File: src/rtl/radar_tx_timing.sv
// Pulse-period sequencer for the radar transmitter: TX / switch settle / receive look / idle gap,
// with a linear-FM frequency word and phase accumulator driven during TX.
module radar_tx_timing #(
    parameter int CW = 32,
    parameter int PW = 16
) (
    input  logic          clk_i,
    input  logic          rst_i,
    input  logic          ena_i,
    input  logic [CW-1:0] ton_i,
    input  logic [CW-1:0] tsw_i,
    input  logic [CW-1:0] tlook_i,
    input  logic [CW-1:0] tidle_i,
    input  logic [CW-1:0] fstart_i,
    input  logic [CW-1:0] fincr_i,
    output logic          tx_on_o,
    output logic          rx_ena_o,
    output logic          pulse_start_o,
    output logic [CW-1:0] freq_o,
    output logic [CW-1:0] phase_o,
    output logic [PW-1:0] pulse_num_o
);

    typedef enum logic [4:0] {
        IDLE = 5'b00001,
        TX   = 5'b00010,
        SW   = 5'b00100,
        LOOK = 5'b01000,
        WAIT = 5'b10000
    } state_t;

    state_t        state, state_nxt;
    logic [CW-1:0] cnt, cnt_nxt;
    logic [CW-1:0] tsw_sh, tlook_sh, tidle_sh, fincr_sh;
    logic          expired;
    logic          enter_tx;

    // A programmed duration of 0 dwells for one clock, same as 1.
    function automatic logic [CW-1:0] dwell_load(input logic [CW-1:0] d);
        return (d == '0) ? '0 : d - CW'(1);
    endfunction

    assign expired  = (cnt == '0);
    assign enter_tx = (state_nxt == TX) && (state != TX);

    always_comb begin
        state_nxt = state;
        if (!ena_i) begin
            state_nxt = IDLE;
        end else begin
            case (state)
                IDLE:    state_nxt = TX;
                TX:      if (expired) state_nxt = SW;
                SW:      if (expired) state_nxt = LOOK;
                LOOK:    if (expired) state_nxt = WAIT;
                WAIT:    if (expired) state_nxt = TX;
                default: state_nxt = IDLE;
            endcase
        end
    end

    // TX duration comes straight from the port: it is captured at the same edge as the shadows.
    always_comb begin
        cnt_nxt = cnt - CW'(1);
        if (state_nxt != state) begin
            case (state_nxt)
                TX:      cnt_nxt = dwell_load(ton_i);
                SW:      cnt_nxt = dwell_load(tsw_sh);
                LOOK:    cnt_nxt = dwell_load(tlook_sh);
                WAIT:    cnt_nxt = dwell_load(tidle_sh);
                default: cnt_nxt = '0;
            endcase
        end else if (state_nxt == IDLE) begin
            cnt_nxt = '0;
        end
    end

    always_ff @(posedge clk_i) begin
        if (rst_i) begin
            state         <= IDLE;
            cnt           <= '0;
            tsw_sh        <= '0;
            tlook_sh      <= '0;
            tidle_sh      <= '0;
            fincr_sh      <= '0;
            tx_on_o       <= 1'b0;
            rx_ena_o      <= 1'b0;
            pulse_start_o <= 1'b0;
            freq_o        <= '0;
            phase_o       <= '0;
            pulse_num_o   <= '0;
        end else begin
            state         <= state_nxt;
            cnt           <= cnt_nxt;
            tx_on_o       <= (state_nxt == TX);
            rx_ena_o      <= (state_nxt == LOOK);
            pulse_start_o <= enter_tx;
            if (enter_tx) begin
                tsw_sh   <= tsw_i;
                tlook_sh <= tlook_i;
                tidle_sh <= tidle_i;
                fincr_sh <= fincr_i;
                freq_o   <= fstart_i;
                phase_o  <= '0;
                if (state == WAIT) pulse_num_o <= pulse_num_o + PW'(1);
            end else if (state_nxt == TX) begin
                freq_o  <= freq_o + fincr_sh;
                phase_o <= phase_o + freq_o;
            end else begin
                freq_o  <= '0;
                phase_o <= '0;
            end
            if (state_nxt == IDLE) pulse_num_o <= '0;
        end
    end

endmodule

File: config.mk
export PLATFORM = sky130hd
export DESIGN_NAME = radar_tx_timing
export DESIGN_NICKNAME = d
export VERILOG_FILES = /design/src/rtl/radar_tx_timing.sv
export SDC_FILE = /design/constraint.sdc
export NUM_CORES = 1
export LEC_CHECK = 0
export CORE_MARGIN = 4
export CORE_UTILIZATION = 40
export CTS_BUF_LIST = sky130_fd_sc_hd__clkbuf_4 sky130_fd_sc_hd__clkbuf_8 sky130_fd_sc_hd__clkbuf_16
export DETAILED_ROUTE_END_ITERATION = 7
export GPL_ROUTABILITY_DRIVEN = 1
export PLACE_DENSITY = 0.69
export SLEW_MARGIN = 20
export SYNTH_ARGS = -nofsm -noshare
export SYNTH_HDL_FRONTEND = slang
export SYNTH_SLANG_ARGS = --single-unit
File: constraint.sdc
create_clock -name clk_i -period 4 [get_ports clk_i]
set_input_delay 0.6 -clock clk_i [delete_from_list [all_inputs] [get_ports clk_i]]
set_output_delay 0.6 -clock clk_i [all_outputs]
set_load 0.05 [all_outputs]
==> qor.yml <==
status: "finished clean"
slew_headroom_pct: 26.8
syn2layout_area_growth_pct: 28.7
wl_per_cell_um: 19.1
dp_hpwl_um: 40100
synth_simple_gate_area_share_pct: 25.0
synth-adder-area-share_pct: 6.29
max-vdd-ir-drop_uv: 278
fp-row-count: 70
ant_nets: 0
synth_warnings: 0
synth_compound_area_share_pct: 19.2
period_minus_slack_ns: 3.63
cp-end-kind: "flop"
cts_tree: "done"
syn_nets: 2226
gp_congestion: 0.971
cts-buffers-inserted: 27
async_flop_share_pct: 0
start_util_pct: 40.7
globalRouteOverflowTotal: 0
seq_area_frac_synth_pct: 33.2
cts_buffer_depth: 3
io_pins: 278
hold_viol: 0
ys_types: 76
ff_latch_area_um2: 4960
clkTransAtPathRegs_ns: 0.06
fp.dieH_um: 201
synth_edf_count: 0
grt_max_degree: 129
die_w_um: 201
ctsResizeCount: 0
hold_start: "fincr_sh[0]"
grt_first_pass_wirelength_um: 80600
num-nets-final: 2473
clock_latency_ns: 0.56
hp-class: "reg2reg"
worstReg2RegStart: "cnt[0]"
postPlaceCellArea_um2: 18200
multi_input_area_um2: 9410
crit_type: "reg2reg"
startpoint: "cnt[0]"
drtIter0Drc: 1034
antenna_found_initial: 2
synth_most_common_cell: "nand2_1"
clock.fmax_mhz: 276
synth_top_family_by_area: "simple AND/OR/NAND/NOR gates"
drive_gt1_share_pct: 4.94
avgSynthCellArea_um2: 7.64
vias_per_cell: 5.55
r2r_setup_slack_ns: 0.37
crit_path_max_fanout: 18
finalSetupTns_ns: 0
num-fill-cells: 3494
worstHoldEndpoint: "fincr_sh[0]"
dieArea_um2: 40500
post-route-period-util_pct: 90.7
port_buffers: 277
synth_seq_cells: 248
syn-instance-count: 1957
synthXorXnorAreaFrac_pct: 12.0
coreArea_um2: 36700
drc: 0
design_area_um2: 19200
finalSetupViolCount: 0
worstPathRequired_ns: 4.43
drv_cap: 0
yosysTopAreaCellShare_pct: 33.2
synthTopCellsByArea: "dfxtp_1 33%, nand2_1 9.5%, a21oi_1 7.3%"
synthMuxAreaShare_pct: 0.310
first_global_vias: 14400
p_leak_nw: 7.45
synth_area_um2: 14900
clockRootBuffer: "clkbuf_16"
p_per_area_nw_per_um2: 383
reg2regPathDepth: 12
numClockSinks: 248
num_vias: 14900
synthTopCellsByCount: "377 x nand2_1, 248 x dfxtp_1, 218 x a21oi_1"
postCtsHoldBufs: 0
holdPathStages: 2
fin_skew_ns: 0.0166
postSynth.topFlopCell: "dfxtp_1"
r2r-end: "cnt[22]"
cts.htree.levels: 1
crit_arrival_ns: 4.06
drv_slew: 0
cp-start-kind: "flop"
cts_setup_buffers: 0
rsz0062_at_grt: "false"
worstMarginPinSlew_ns: 1.10
wl_um: 51300
drt_pass1_iterations: 5
grt_usage_pct: 24.3
yosysTopAreaCell: "dfxtp_1"
cells by family (layout without fill, tap and decap cells):
kind of cell,Yosys count,after routing
adder cells (fa/ha/maj),74,74
multiplexers,4,4
AND/OR/NAND/NOR,821,821
AO/OA/AOI/OAI,473,473
buffers and inverters,132,400
other,0,1
XOR/XNOR,205,205
flip-flops,248,248
state kept, by name, summed over array words and instances (netlist names), 5 cells and up:
| register | flops |
|---|---|
| tidle_sh | 32 |
| tlook_sh | 32 |
| phase_o | 32 |
| cnt | 32 |
| tsw_sh | 32 |
| freq_o | 32 |
| fincr_sh | 32 |
| state | 5 |
| pulse_num_o | 16 |
worst max-delay path, stage by stage (launching register included):
cell,delay (ns)
dfxtp_1,0.32
inv_1,0.06
ha_1,0.20
or4b_1,0.51
or4_4,0.53
nor4_4,0.34
mux2_4,0.33
nand2_2,0.12
or2_1,0.14
buf_4,0.25
o22ai_1,0.13
a2111oi_0,0.45
nor2_1,0.10
power by group:
part / leakage [nW] / internal (W) / switching (W)
clock network: 0.498 / 0.00176 / 0.00108
registers: 2.02 / 0.00261 / 0.000155
logic: 4.93 / 0.000728 / 0.00103
layout make-up:
class	count	area share, %
antenna	1	0.0130
clock inverter	14	1.28
sequential	248	25.8
multi-input combinational	1577	48.9
timing repair buffer	314	16.2
clock buffer	36	4.02
inverter	36	0.702
tap	468	3.04
per-layer routing:
layer / share of wire [%] / track usage [%] / up-vias
li1: - / - / 7375
met1: 43 / 32.1 / 6950
met2: 46 / 41.1 / 526
met3: 6.4 / 3.13 / 84
met4: 3.6 / 8.13 / 4
met5: 0.047 / 0 / -
worst max-delay path by stage:
stage	cells after the start	to
4_1_cts	12	cnt[22]
3_5_place_dp	11	cnt[26]
6_report	12	cnt[22]
2_1_floorplan	14	pulse_num_o[14]
3_3_place_gp	11	cnt[26]
5_1_grt	12	cnt[22]
cell usage in the layout (no fill, tap or decap), types with 32 or more instances in the layout:
master / netlist / layout
o22ai_1: 55 / 55
buf_4: 1 / 32
o21ai_0: 61 / 61
xnor2_1: 120 / 120
nor2_1: 168 / 168
clkdlybuf4s50_1: 0 / 276
nor4_1: 33 / 33
xor2_1: 85 / 85
inv_1: 35 / 35
a21oi_1: 218 / 218
ha_1: 72 / 72
nand3_1: 41 / 41
nor3_1: 66 / 66
nand2_1: 377 / 377
dfxtp_1: 248 / 248
per-stage QoR:
step           setup slack [ns]  cells  total power (W)  util (%)  hold WS [ns]
6_report                  0.373   2694          0.00737      52.4         0.462
5_1_grt                  0.0962   2693          0.00768      52.4         0.490
4_1_cts                   0.407   2693          0.00742      52.4         0.464
3_5_place_dp              0.211   2643          0.00457      49.6         0.455
3_3_place_gp              0.245   2643          0.00455      49.6         0.448
2_1_floorplan             0.702   1957          0.00387         -         0.440
No activity file was read; power rests on OpenSTA's default activity.
